`src/rtl/pad_scan_if.sv`:
```
// Event handshake between the pad scanner and the downstream game/sound logic.
// The scanner drives the head event; the consumer drives ready.
interface pad_scan_if;
  logic       evt_valid;
  logic       evt_ready;
  logic [3:0] evt_pad;
  logic       evt_press;

  modport master (output evt_valid, output evt_pad, output evt_press, input evt_ready);
  modport slave  (input evt_valid, input evt_pad, input evt_press, output evt_ready);
endinterface

```
`src/rtl/pad_scan_ctrl.sv`:
```
// Launchpad scanner: walks the 4-to-16 pad decoder, debounces each pad on its
// once-per-scan sample, and queues press/release events in a small FIFO.
module pad_scan_ctrl #(
  parameter int SLOT_CYCLES = 8,
  parameter int DEB_SCANS   = 3,
  parameter int FIFO_DEPTH  = 4
) (
  input  logic        clk,
  input  logic        rst_n,
  input  logic        scan_en,
  output logic [3:0]  sel,
  input  logic        key_sense,
  output logic [15:0] key_state,
  output logic        scan_done,
  pad_scan_if.master  evt,
  output logic        overflow,
  input  logic        ovf_clr
);

  localparam int SW = (SLOT_CYCLES > 1) ? $clog2(SLOT_CYCLES) : 1;
  localparam int CW = (DEB_SCANS > 1) ? $clog2(DEB_SCANS) : 1;
  localparam int AW = $clog2(FIFO_DEPTH);

  localparam logic [SW-1:0] SLOT_LAST = SW'(SLOT_CYCLES - 1);
  localparam logic [CW-1:0] DEB_LAST  = CW'(DEB_SCANS - 1);

  typedef struct packed {
    logic [3:0] pad;
    logic       press;
  } evt_t;

  logic [SW-1:0] slot_cnt;
  logic [CW-1:0] deb_cnt [16];
  evt_t          mem [FIFO_DEPTH];
  evt_t          head;
  logic [AW:0]   wr_ptr;
  logic [AW:0]   rd_ptr;
  logic          sample;
  logic          differs;
  logic          push;
  logic          pop;
  logic          accept;
  logic          full;
  logic          empty;

  assign sample  = scan_en && (slot_cnt == SLOT_LAST);
  assign differs = (key_sense != key_state[sel]);
  assign push    = sample && differs && (deb_cnt[sel] == DEB_LAST);

  // Extra pointer bit distinguishes full from empty when the indices match.
  assign empty  = (wr_ptr == rd_ptr);
  assign full   = (wr_ptr[AW] != rd_ptr[AW]) && (wr_ptr[AW-1:0] == rd_ptr[AW-1:0]);
  assign pop    = !empty && evt.evt_ready;
  assign accept = push && (!full || pop);

  always_ff @(posedge clk or negedge rst_n) begin
    if (!rst_n) begin
      slot_cnt  <= '0;
      sel       <= '0;
      scan_done <= 1'b0;
    end else begin
      scan_done <= sample && (sel == 4'd15);
      if (!scan_en) begin
        slot_cnt <= '0;
      end else if (sample) begin
        slot_cnt <= '0;
        sel      <= sel + 4'd1;
      end else begin
        slot_cnt <= slot_cnt + SW'(1);
      end
    end
  end

  always_ff @(posedge clk or negedge rst_n) begin
    if (!rst_n) begin
      key_state <= '0;
      for (int i = 0; i < 16; i++) deb_cnt[i] <= '0;
    end else if (sample) begin
      if (!differs) begin
        deb_cnt[sel] <= '0;
      end else if (deb_cnt[sel] == DEB_LAST) begin
        key_state[sel] <= key_sense;
        deb_cnt[sel]   <= '0;
      end else begin
        deb_cnt[sel] <= deb_cnt[sel] + CW'(1);
      end
    end
  end

  always_ff @(posedge clk or negedge rst_n) begin
    if (!rst_n) begin
      wr_ptr   <= '0;
      rd_ptr   <= '0;
      overflow <= 1'b0;
    end else begin
      if (accept) wr_ptr <= wr_ptr + (AW+1)'(1);
      if (pop)    rd_ptr <= rd_ptr + (AW+1)'(1);
      if (push && full && !pop) overflow <= 1'b1;
      else if (ovf_clr)         overflow <= 1'b0;
    end
  end

  // NOTE: the storage array has no reset; stale entries are never visible
  // because the head outputs are masked to zero whenever the FIFO is empty.
  always_ff @(posedge clk) begin
    if (accept) mem[wr_ptr[AW-1:0]] <= '{pad: sel, press: key_sense};
  end

  assign head          = mem[rd_ptr[AW-1:0]];
  assign evt.evt_valid = !empty;
  assign evt.evt_pad   = empty ? 4'd0 : head.pad;
  assign evt.evt_press = empty ? 1'b0 : head.press;

endmodule
```
`src/flat_wrapper.sv`:
```
// flat-port wrapper written by rule: the top's interface ports become plain ports
module pad_scan_ctrl_flat 
#(
  parameter int SLOT_CYCLES = 8,
  parameter int DEB_SCANS   = 3,
  parameter int FIFO_DEPTH  = 4
)
  (clk, rst_n, scan_en, sel, key_sense, key_state, scan_done, overflow, ovf_clr, evt_evt_valid, evt_evt_pad, evt_evt_press, evt_evt_ready);
  pad_scan_if evt_i ();
  input  logic clk;
  input  logic rst_n;
  input  logic scan_en;
  output logic [3:0] sel;
  input  logic key_sense;
  output logic [15:0] key_state;
  output logic scan_done;
  output logic overflow;
  input  logic ovf_clr;
  output wire logic [$bits(evt_i.evt_valid)-1:0] evt_evt_valid;
  output wire logic [$bits(evt_i.evt_pad)-1:0] evt_evt_pad;
  output wire logic [$bits(evt_i.evt_press)-1:0] evt_evt_press;
  input wire logic [$bits(evt_i.evt_ready)-1:0] evt_evt_ready;
  assign evt_evt_valid = evt_i.evt_valid;
  assign evt_evt_pad = evt_i.evt_pad;
  assign evt_evt_press = evt_i.evt_press;
  assign evt_i.evt_ready = evt_evt_ready;
  pad_scan_ctrl #(.SLOT_CYCLES(SLOT_CYCLES), .DEB_SCANS(DEB_SCANS), .FIFO_DEPTH(FIFO_DEPTH)) u_core (.clk(clk), .rst_n(rst_n), .scan_en(scan_en), .sel(sel), .key_sense(key_sense), .key_state(key_state), .scan_done(scan_done), .evt(evt_i), .overflow(overflow), .ovf_clr(ovf_clr));
endmodule
```
`config.mk`:
```
export PLATFORM = sky130hd
export DESIGN_NAME = pad_scan_ctrl_flat
export DESIGN_NICKNAME = d
export VERILOG_FILES = /design/src/rtl/pad_scan_if.sv /design/src/rtl/pad_scan_ctrl.sv /design/src/flat_wrapper.sv
export SDC_FILE = /design/constraint.sdc
export NUM_CORES = 1
export LEC_CHECK = 0
export ABC_AREA = 1
export BUFFER_PORTS_ARGS = -buffer_cell sky130_fd_sc_hd__buf_2
export CORE_MARGIN = 2
export CORE_UTILIZATION = 45
export DETAILED_ROUTE_END_ITERATION = 8
export SLEW_MARGIN = 20
export SYNTH_ARGS = -nofsm -noshare
export SYNTH_HDL_FRONTEND = slang
export SYNTH_SLANG_ARGS = --single-unit
```
`constraint.sdc`:
```
create_clock -name clk -period 3 [get_ports clk]
set_input_delay 0.6 -clock clk [delete_from_list [all_inputs] [get_ports clk]]
set_output_delay 0.6 -clock clk [all_outputs]
set_load 0.005 [all_outputs]
```
Word-level counts from Yosys, hierarchy flattened
Memories as Yosys holds them, arrays and structs flattened.
Cells that the tools add are included.
Widths: inputs -> output; s select.

word-level totals
  bits in registers = 63
  bits in latches = 0
  bits in writable memories = 20
  ROM bits = 0
  output and inout bits = 28
  memories = 1

operators by class
  add/subtract/negate cells = 5
  multipliers = 0
  divide/modulo/power cells = 0
  magnitude comparators = 4
  equality and inequality tests = 7
  shift-type cells = 0
  muxes and demuxes = 21
  bitwise logic cells = 3
  reductions and logical operators = 18

memories
  name        depth  bits a word  read ports  clocked after memory_dff  write ports  RTL line             RTL
  u_core.mem  4      5            1           0                         1            pad_scan_ctrl.sv:34  evt_t mem [FIFO_DEPTH];

operators with widths
  operator             number
  $mux 32              2
  $and 32x32->32       1
  $bwmux 32            1
  $not 32->32          1
  $bwmux 16            1
  $logic_and 1x1->1    11
  $add 3x1->3 const B  3
  $bmux 2 s4           1
  $demux 2 s4          1
  $mux 1               7
  $mux 2               3
  $mux 3               2
  $ge 5x5->1 const B   1
  $lt 4x5->1 const B   1
  $lt 5x1->1 const B   1
  $not 4->5            1
  $add 4x1->4 const B  1
  $bmux 1 s4           1
  $demux 1 s4          1
  $eq 4x4->1 const B   1
  $ge 4x1->1 const B   1
  $mux 4               1
  $eq 3x3->1           1
  $eq 3x3->1 const B   1
  other kinds (9)      12

Logic depth before layout (Yosys ltp)
Gate-level depths: netlist (run 1).

  depth after elaboration = 9
  depth in mapped cells = 16
  depth with buffers taken out = 14

Worst setup path after synthesis (run 1)
OpenSTA, ideal clock, no wires.

  path kind = reg-to-reg
  from = register u_core.sel[0]
  to = memory u_core.mem[0][0] in the netlist's numbering, enable pin
  setup time = 0.339 ns
  data arrival time = 2.370 ns
  data required time = 2.661 ns
  slack = 0.291 ns
  cell stages (with the launch flop) = 14
  buffers on the path = 3
  clock period less this slack = 2.709 ns
  cells stage by stage = dfrtp_1 -> buf_6 -> inv_6 -> buf_8 -> clkbuf_1 -> o21ai_0 -> o22ai_1 -> nand2_1 -> nand4_1 -> ha_1 -> inv_1 -> nor2_8 -> nand3_2 -> nor2_1

on the way
  word-level cells in the longest chain between the ends = 9
  elaborated cells on any way between the ends = 13
  classes of those cells = eq/ne (2); mux (7); bitwise (1); reduce/logical (3)

ends and longest elaborated chain
  element                                    RTL line              RTL
  from (decl)                                pad_scan_ctrl.sv:11   output logic [3:0] sel,
  from (signal assigned)                     pad_scan_ctrl.sv:67   sel <= sel + 4'd1;
  $not 4->5 (implied by the code)            pad_scan_ctrl.sv:48   assign push = sample && differs && (deb_cnt[sel] == DEB_LAST);
  $bmux 2 s4                                 pad_scan_ctrl.sv:48
  $mux 2 (implied by the code) (2 in a row)  pad_scan_ctrl.sv:48
  $eq 2x2->1                                 pad_scan_ctrl.sv:48
  $logic_and 1x1->1 (*)                      pad_scan_ctrl.sv:48
  $logic_and 1x1->1 (*)                      pad_scan_ctrl.sv:54   assign accept = push && (!full || pop);
  $mux 1 (*)                                 pad_scan_ctrl.sv:106  if (accept) mem[wr_ptr[AW-1:0]] <= '{pad: sel, press: key_sense};
  $mux 1 (implied by the code) (*)           pad_scan_ctrl.sv:106
  to (decl)                                  pad_scan_ctrl.sv:34

Mark *: on every way between the ends. The rest lies on a longest branch, timed or not. The select of a mux whose other input is x is not followed.

Worst setup path in the final report (run 1)
  from = register u_core.sel[0]
  to = memory u_core.mem[1][3] in the netlist's numbering, enable pin

The elaborated chain is that of the path after synthesis.

==> results of run 1 <==
==> synth_stat cells <==
master,n,share of area
sky130_fd_sc_hd__nand2_2,4,0.0060
sky130_fd_sc_hd__ha_1,12,0.036
sky130_fd_sc_hd__nand4_1,4,0.0060
sky130_fd_sc_hd__o22ai_1,8,0.012
sky130_fd_sc_hd__nand3_1,12,0.014
sky130_fd_sc_hd__buf_6,4,0.011
sky130_fd_sc_hd__o21ai_0,39,0.047
sky130_fd_sc_hd__a21oi_1,3,0.0036
sky130_fd_sc_hd__clkbuf_2,1,0.0012
sky130_fd_sc_hd__a21oi_4,3,0.012
sky130_fd_sc_hd__edfxtp_1,20,0.14
sky130_fd_sc_hd__nor2_2,1,0.0015
sky130_fd_sc_hd__nor2_1,78,0.070
sky130_fd_sc_hd__clkbuf_1,5,0.0045
sky130_fd_sc_hd__buf_8,2,0.0072
sky130_fd_sc_hd__dfrtp_1,63,0.38
sky130_fd_sc_hd__inv_1,52,0.047
sky130_fd_sc_hd__nor2_8,1,0.0048
sky130_fd_sc_hd__nand3_2,2,0.0048
sky130_fd_sc_hd__buf_2,3,0.0036
sky130_fd_sc_hd__nor3_1,1,0.0012
sky130_fd_sc_hd__xnor2_1,2,0.0042
sky130_fd_sc_hd__o21ai_1,8,0.0095
sky130_fd_sc_hd__a21boi_1,2,0.0036
sky130_fd_sc_hd__a21oi_2,17,0.036
sky130_fd_sc_hd__nand2_4,3,0.0081
sky130_fd_sc_hd__xor2_1,6,0.013
sky130_fd_sc_hd__o21ai_4,1,0.0039
sky130_fd_sc_hd__inv_6,1,0.0021
sky130_fd_sc_hd__o32ai_1,5,0.010
sky130_fd_sc_hd__nand2_1,105,0.094
sky130_fd_sc_hd__mux2_2,1,0.0027
sky130_fd_sc_hd__nor2_4,1,0.0027
==> layout make-up <==
cell class                      count  area, um^2
Clock buffer                       10         149
Clock inverter                      6        91.3
Fill cell                         888        4480
Inverter                           53         204
Multi-Input combinational cell    319        1700
Sequential cell                    83        2180
Tap cell                          111         139
Timing Repair Buffer               39         210
==> kinds of logic after synthesis <==
| family | after synthesis |
|---|---|
| adder cells (fa/ha/maj) | 12 |
| AO/OA/AOI/OAI | 86 |
| XOR/XNOR | 8 |
| AND/OR/NAND/NOR | 212 |
| flip-flops | 83 |
| buffers and inverters | 68 |
| multiplexers | 1 |
==> state kept, by name (all words and copies together), names as in the netlist <==
name	cells
u_core.deb_cnt	32
u_core.key_state	16
u_core.mem	20
u_core.overflow	1
u_core.rd_ptr	3
u_core.scan_done	1
u_core.sel	4
u_core.slot_cnt	3
u_core.wr_ptr	3
==> worst paths after layout <==
check                                    from                  end  slack (ns)
max reg2reg                     u_core.sel[0]     u_core.mem[1][3]        0.31
max                             u_core.sel[0]     u_core.mem[1][3]        0.31
max in group asynchronous               rst_n   u_core.deb_cnt[18]        2.04
min                                     rst_n  u_core.key_state[3]        0.41
min in group clk                      ovf_clr      u_core.overflow        0.42
min reg2reg                u_core.slot_cnt[0]   u_core.slot_cnt[0]        0.44
==> critical path: stages, from the launching register on <==
cell and delay (ns):
sky130_fd_sc_hd__dfrtp_1 0.46, sky130_fd_sc_hd__buf_4 0.27, sky130_fd_sc_hd__o21ai_0 0.25, sky130_fd_sc_hd__o22ai_1 0.10, sky130_fd_sc_hd__nand2_1 0.06, sky130_fd_sc_hd__nand2_1 0.05, sky130_fd_sc_hd__nor2_1 0.21, sky130_fd_sc_hd__ha_1 0.21
sky130_fd_sc_hd__inv_1 0.09, sky130_fd_sc_hd__nor2_8 0.12, sky130_fd_sc_hd__nand3_2 0.14, sky130_fd_sc_hd__nor2_1 0.38
==> layout by cell type (no fill, tap or decap), types with 8 or more instances in the layout <==
| cell | netlist | layout |
|---|---|---|
| sky130_fd_sc_hd__nor2_1 | 78 | 78 |
| sky130_fd_sc_hd__nand2_1 | 105 | 105 |
| sky130_fd_sc_hd__dfrtp_1 | 63 | 63 |
| sky130_fd_sc_hd__nand3_1 | 12 | 12 |
| sky130_fd_sc_hd__clkbuf_8 | 0 | 9 |
| sky130_fd_sc_hd__o21ai_0 | 39 | 39 |
| sky130_fd_sc_hd__edfxtp_1 | 20 | 20 |
| sky130_fd_sc_hd__a21oi_2 | 17 | 17 |
| sky130_fd_sc_hd__inv_1 | 52 | 52 |
| sky130_fd_sc_hd__buf_2 | 3 | 33 |
| sky130_fd_sc_hd__o21ai_1 | 8 | 8 |
| sky130_fd_sc_hd__ha_1 | 12 | 12 |
| sky130_fd_sc_hd__o22ai_1 | 8 | 8 |
==> power breakdown <==
| part | total, mW | internal, mW | switching [mW] | leakage (nW) |
|---|---|---|---|---|
| combinational | 0.748 | 0.256 | 0.492 | 1.08 |
| clock | 0.951 | 0.527 | 0.424 | 0.123 |
| sequential | 1.27 | 1.20 | 0.0742 | 1.02 |
==> through the flow <==
stage	instances	util	total power, mW
after detailed placement	605	0.484	2.05
after global placement	605	0.484	2.04
after CTS	621	0.510	3.00
final	621	0.510	2.97
after floorplan	470	-	1.85
after global routing	621	0.510	3.15
==> routing by layer <==
| layer | up-vias | global-route usage | share of wire |
|---|---|---|---|
| met1 | 1553 | 0.268 | 0.44 |
| met5 | - | 0 | 0 |
| met2 | 76 | 0.359 | 0.50 |
| met4 | 0 | 0.0580 | 0.018 |
| li1 | 1585 | - | - |
| met3 | 14 | 0.0527 | 0.043 |
==> impl_summary.txt, run 1 <==
----------------------------------------------------
[Yosys]
  Distinct cell type count after synthesis ... 33
  Synthesized-area fraction occupied by xor and xnor cells ... 0.0167
  Total number of yosys warnings ... 0
  Cell Area, Synth ... 4190 um^2
  Syn_area_per_cell ... 8.92 um^2
  Cells after Synth ... 470
  Number of nets in the synthesized netlist ... 488
  Simple-gate share of the synthesized area ... 0.213
  Fraction of synthesized area in multiplexers ... 0.00269
  Compound-Gate Fraction of Synth Area ... 0.137
  Fraction of the yosys area taken by sequential cells ... 0.519
  Main combinational cell family by area after synthesis ... simple AND/OR/NAND/NOR gates
  Post-synthesis adder-cell area fraction ... 0.0358
  Post-synthesis register bit count ... 83

[Clock network]
  Register clock-pin slew on the reported worst setup and hold paths ... 0.09 ns
  Number of buffers created by CTS ... 9
  H-tree depth reported by CTS ... 3
  Setup Buffers After CTS ... 0
  CTS tree ... yes
  Cells resized by post-CTS repair ... 0
  Root cell of the clock tree ... sky130_fd_sc_hd__clkbuf_8
  Maximum number of buffers from clock root to sink ... 2
  Clock insertion delay at the later pin of the skew report ... 0.36 ns
  Cts hold-fix bufs ... 0
  Clock Sink Count ... 83

[Routing]
  Mean number of vias per cell ... 5.20
  Routed Antenna Nets ... 0
  Count of vias placed by the detailed router ... 3228
  Total iterations of the first detailed-routing run ... 4
  Starting DRT DRC Count ... 185
  Residual DRC ... 0
  Routed wirelength normalized by instance count ... 15.7 um
  Post-detailed-routing wire length ... 9.74 mm

[Finish]
  Layout cell share with drive strength beyond 1 ... 0.176
  Fin area ... 4670 um^2
  Growth of design area from synthesis to finish ... 11.3%
  Net count reported at finish ... 523
  Diode count ... 0

[Worst setup path]
  Critical Path Sink Type ... flip-flop
  Critical path data required time ... 3.02 ns
  FF-to-FF path depth ... 11
  Worst setup SP type ... flip-flop
  WS Path Type ... flip-flop to flip-flop
  Worst EP arrival ... 2.71 ns
  Maximum fanout count along the critical path ... 30

[Worst hold path]
  Path class of the lowest-slack min-delay path ... primary input to asynchronous set/reset pin

[GRT]
  Via count of the first global-routing pass ... 3272
  Combined global-route utilization of all metal layers ... 0.211
  Aggregate global routing overflow ... 0
  Antenna violations before repair ... 0
  First-pass GRT wire length ... 16.3 mm
  Largest net degree at the start of global routing ... 64

[Placed design]
  Final GP Congestion ... 0.852
  Dpl hpwl ... 6.77 mm
  Number of buffers inserted by port buffering ... 33
  Worst setup slack after placement ... 0.306 ns
  Placed Instance Area ... 4430 um^2

[STA]
  Worst hold slack after final layout ... 0.407 ns
  Count of final hold-check violations ... 0
  Post-route fraction of the period consumed by the critical path ... 0.897
  Worst-case setup margin in the final layout ... 0.310 ns
  Achievable clock frequency ... 372 MHz
  Setup Viol. Count Final ... 0
  Setup clock skew after layout ... 0.0132 ns
  Final Slew Violations ... 0
  Setup repair after global routing missed its margin ... no
  Min Tclk post-route ... 2.69 ns
  Setup Total Neg Slack ... 0 ns
  Worst Max-Slew Pin Slew ... 0.823 ns
  Slew headroom ... 0.451

[Floorplan]
  Row cnt ... 35
  Width of the chip ... 101 um
  I/O pins ... 34
  Overall die height ... 101 um
  Overall die area ... 10100 um^2
  Initial standard-cell utilization of the core ... 0.458
  Core outline area ... 9150 um^2

[Power]
  Leakage power total ... 2.22 nW
  Power per standard cell area ... 637 nW/um^2
  Worst IR Drop VDD ... 0.300 mV

[Status]
  Result of the run ... finished, final reports clean

[Job]
  Number of maximum-capacitance violations ... 0

----------------------------------------------------
No activity file was read; power rests on OpenSTA's default activity.
==> run 2: changes to the inputs <==
--- a/config.mk
+++ b/config.mk
@@ -7,9 +7,12 @@
 export LEC_CHECK = 0
 export ABC_AREA = 1
 export BUFFER_PORTS_ARGS = -buffer_cell sky130_fd_sc_hd__buf_2
+export CELL_PAD_IN_SITES_DETAIL_PLACEMENT = 2
+export CELL_PAD_IN_SITES_GLOBAL_PLACEMENT = 2
 export CORE_MARGIN = 2
-export CORE_UTILIZATION = 45
+export CORE_UTILIZATION = 37
 export DETAILED_ROUTE_END_ITERATION = 8
+export PLACE_DENSITY_LB_ADDON = 0.1
 export SLEW_MARGIN = 20
 export SYNTH_ARGS = -nofsm -noshare
 export SYNTH_HDL_FRONTEND = slang
==> impl_summary.txt, run 2 (same netlist as run 1, synthesis figures left out) <==
----------------------------------------------------
[Status]
  Result of the run ... finished, final reports clean (unchanged)

[Routing]
  Total iterations of the first detailed-routing run ... 4 (unchanged)
  Mean number of vias per cell ... 5.10 (was 5.20)
  Routed Antenna Nets ... 0 (unchanged)
  Post-detailed-routing wire length ... 12.5 mm (was 9.74 mm)
  Starting DRT DRC Count ... 105 (was 185)
  Count of vias placed by the detailed router ... 3336 (was 3228)
  Residual DRC ... 0 (unchanged)
  Routed wirelength normalized by instance count ... 19.1 um (was 15.7 um)

[Floorplan]
  Width of the chip ... 110 um (was 101 um)
  Overall die height ... 110 um (was 101 um)
  Initial standard-cell utilization of the core ... 0.383 (was 0.458)
  Core outline area ... 10900 um^2 (was 9150 um^2)
  Overall die area ... 12200 um^2 (was 10100 um^2)
  Row cnt ... 38 (was 35)
  I/O pins ... 34 (unchanged)

[Worst setup path]
  Worst setup SP type ... flip-flop (unchanged)
  Startpoint of the lowest-slack register-to-register path ... u_core.sel[0] (unchanged)
  Worst EP arrival ... 2.83 ns (was 2.71 ns)
  Critical path data required time ... 3.00 ns (was 3.02 ns)
  Worst-case register-to-register setup slack ... 0.17 ns (was 0.31 ns)
  Critical Path Sink Type ... flip-flop (unchanged)
  Maximum fanout count along the critical path ... 32 (was 30)
  FF-to-FF path depth ... 11 (unchanged)
  Startpoint of the most critical setup path ... u_core.sel[0] (unchanged)
  Critical R2R Capture ... u_core.mem[1][4] (was u_core.mem[1][3])
  WS Path Type ... flip-flop to flip-flop (unchanged)

[Power]
  Worst IR Drop VDD ... 0.345 mV (was 0.300 mV)
  Leakage power total ... 2.26 nW (was 2.22 nW)
  Power per standard cell area ... 664 nW/um^2 (was 637 nW/um^2)

[Finish]
  Largest Register ... u_core.deb_cnt (unchanged)
  Diode count ... 0 (unchanged)
  Layout cell share with drive strength beyond 1 ... 0.173 (was 0.176)
  Number of flip-flops in the largest register ... 32 (unchanged)
  Commonest cells after routing, fill and taps aside ... sky130_fd_sc_hd__nand2_1 (105), sky130_fd_sc_hd__nor2_1 (78), sky130_fd_sc_hd__dfrtp_1 (63), sky130_fd_sc_hd__inv_1 (52), sky130_fd_sc_hd__o21ai_0 (39) (unchanged)
  Net count reported at finish ... 527 (was 523)
  Growth of design area from synthesis to finish ... 14.1% (was 11.3%)
  Most common library cell in the layout ignoring fill and taps ... sky130_fd_sc_hd__nand2_1 (unchanged)
  Finished Layout Cells ... 654 (was 621)

[Clock network]
  Register clock-pin slew on the reported worst setup and hold paths ... 0.06 ns (was 0.09 ns)
  Number of buffers created by CTS ... 9 (unchanged)
  Clock Sink Count ... 83 (unchanged)
  Root cell of the clock tree ... sky130_fd_sc_hd__clkbuf_16 (was sky130_fd_sc_hd__clkbuf_8)
  H-tree depth reported by CTS ... 3 (unchanged)
  CTS tree ... yes (unchanged)
  Maximum number of buffers from clock root to sink ... 2 (unchanged)
  Clock insertion delay at the later pin of the skew report ... 0.35 ns (was 0.36 ns)
  Setup Buffers After CTS ... 0 (unchanged)

[STA]
  Final Slew Violations ... 0 (unchanged)
  Post-route fraction of the period consumed by the critical path ... 0.943 (was 0.897)
  Achievable clock frequency ... 353 MHz (was 372 MHz)
  Slew headroom ... 0.513 (was 0.451)
  Min Tclk post-route ... 2.83 ns (was 2.69 ns)
  Setup repair after global routing missed its margin ... yes (was no)
  Worst Max-Slew Pin Slew ... 0.731 ns (was 0.823 ns)
  Setup clock skew after layout ... 0.00767 ns (was 0.0132 ns)
  Count of final hold-check violations ... 0 (unchanged)
  Worst hold slack after final layout ... 0.314 ns (was 0.407 ns)
  Setup Viol. Count Final ... 0 (unchanged)

[GRT]
  First-pass GRT wire length ... 21.1 mm (was 16.3 mm)
  Combined global-route utilization of all metal layers ... 0.220 (was 0.211)
  Largest net degree at the start of global routing ... 35 (was 64)
  Via count of the first global-routing pass ... 3669 (was 3272)
  Antenna violations before repair ... 0 (unchanged)
  Aggregate global routing overflow ... 0 (unchanged)

[Placed design]
  Dpl hpwl ... 9.18 mm (was 6.77 mm)
  Final GP Congestion ... 0.818 (was 0.852)
  Count of placed standard cells including taps ... 638 (was 605)
  Number of buffers inserted by port buffering ... 33 (unchanged)

[Worst hold path]
  Path class of the lowest-slack min-delay path ... primary input to asynchronous set/reset pin (unchanged)

[Job]
  Number of maximum-capacitance violations ... 0 (unchanged)

----------------------------------------------------
[run 2: cell count changes in the layout (fill, tap and decap cells not counted), sizes merged]
| cell | previous run | this run |
|---|---|---|
| buf | 39 | 43 |
| bufinv | 2 | 1 |
| clkbuf | 10 | 13 |
| clkinv | 1 | 2 |
| inv | 56 | 53 |
[run 2: worst max-delay path: stages (launching register included)]
cell	delay, ns
sky130_fd_sc_hd__dfrtp_1	0.42
sky130_fd_sc_hd__buf_4	0.27
sky130_fd_sc_hd__o21ai_0	0.24
sky130_fd_sc_hd__o22ai_1	0.12
sky130_fd_sc_hd__nand2_1	0.07
sky130_fd_sc_hd__nand2_1	0.06
sky130_fd_sc_hd__nor2_1	0.23
sky130_fd_sc_hd__ha_1	0.23
sky130_fd_sc_hd__inv_1	0.11
sky130_fd_sc_hd__nor2_8	0.14
sky130_fd_sc_hd__nand3_2	0.17
sky130_fd_sc_hd__nor2_1	0.40
[run 2: how the worst max path moves through the flow]
stage	to	slack, ns	depth (start not counted)
2_1_floorplan	u_core.mem[0][0]	0.29	13
3_3_place_gp	u_core.mem[1][4]	0.35	8
5_1_grt	u_core.mem[2][0]	-0.09	8
6_report	u_core.mem[1][4]	0.17	11
4_1_cts	u_core.mem[2][1]	0.15	11
3_5_place_dp	u_core.mem[2][2]	0.17	8
[run 2: per-layer routing]
layer / global-route usage / vias up / part of all wire
met5: 0 / - / 0
met4: 0.0742 / 0 / 0.017
met3: 0.0340 / 14 / 0.030
met2: 0.333 / 49 / 0.46
met1: 0.322 / 1683 / 0.50
li1: - / 1590 / -
[run 2: report_power, final]
part / leakage (nW) / switching, mW / internal, mW / total, mW
Sequential: 1.02 / 0.0762 / 1.20 / 1.28
Combinational: 1.10 / 0.544 / 0.267 / 0.812
Clock: 0.135 / 0.443 / 0.642 / 1.09
[run 2: per-stage QoR]
step                setup TNS [ns]  setup WS, ns  power [mW]   util  area [um^2]
finish                           0         0.170        3.18  0.438         4790
global placement                 0         0.349        2.08  0.412         4510
detailed placement               0         0.166        2.12  0.412         4510
global route                 -1.35       -0.0915        3.37  0.438         4790
CTS                              0         0.147        3.23  0.438         4790
floorplan                        0         0.291        1.85      -         4190
[run 2: area by class of cell]
| cell class | count | area, um^2 |
|---|---|---|
| clock buffers | 13 | 240 |
| clock inverters | 3 | 38.8 |
| fillers | 1225 | 6150 |
| inverters | 53 | 204 |
| multi-input cells | 319 | 1700 |
| flip-flops and latches | 83 | 2180 |
| well taps | 140 | 175 |
| repair buffers | 43 | 253 |
[run 2: what timing repair did]
item                       in CTS  in global routing
hold endpoints to repair        0                  0
setup endpoints to repair       0                 20
resized for setup               0                  0
hold buffers                    0                  0
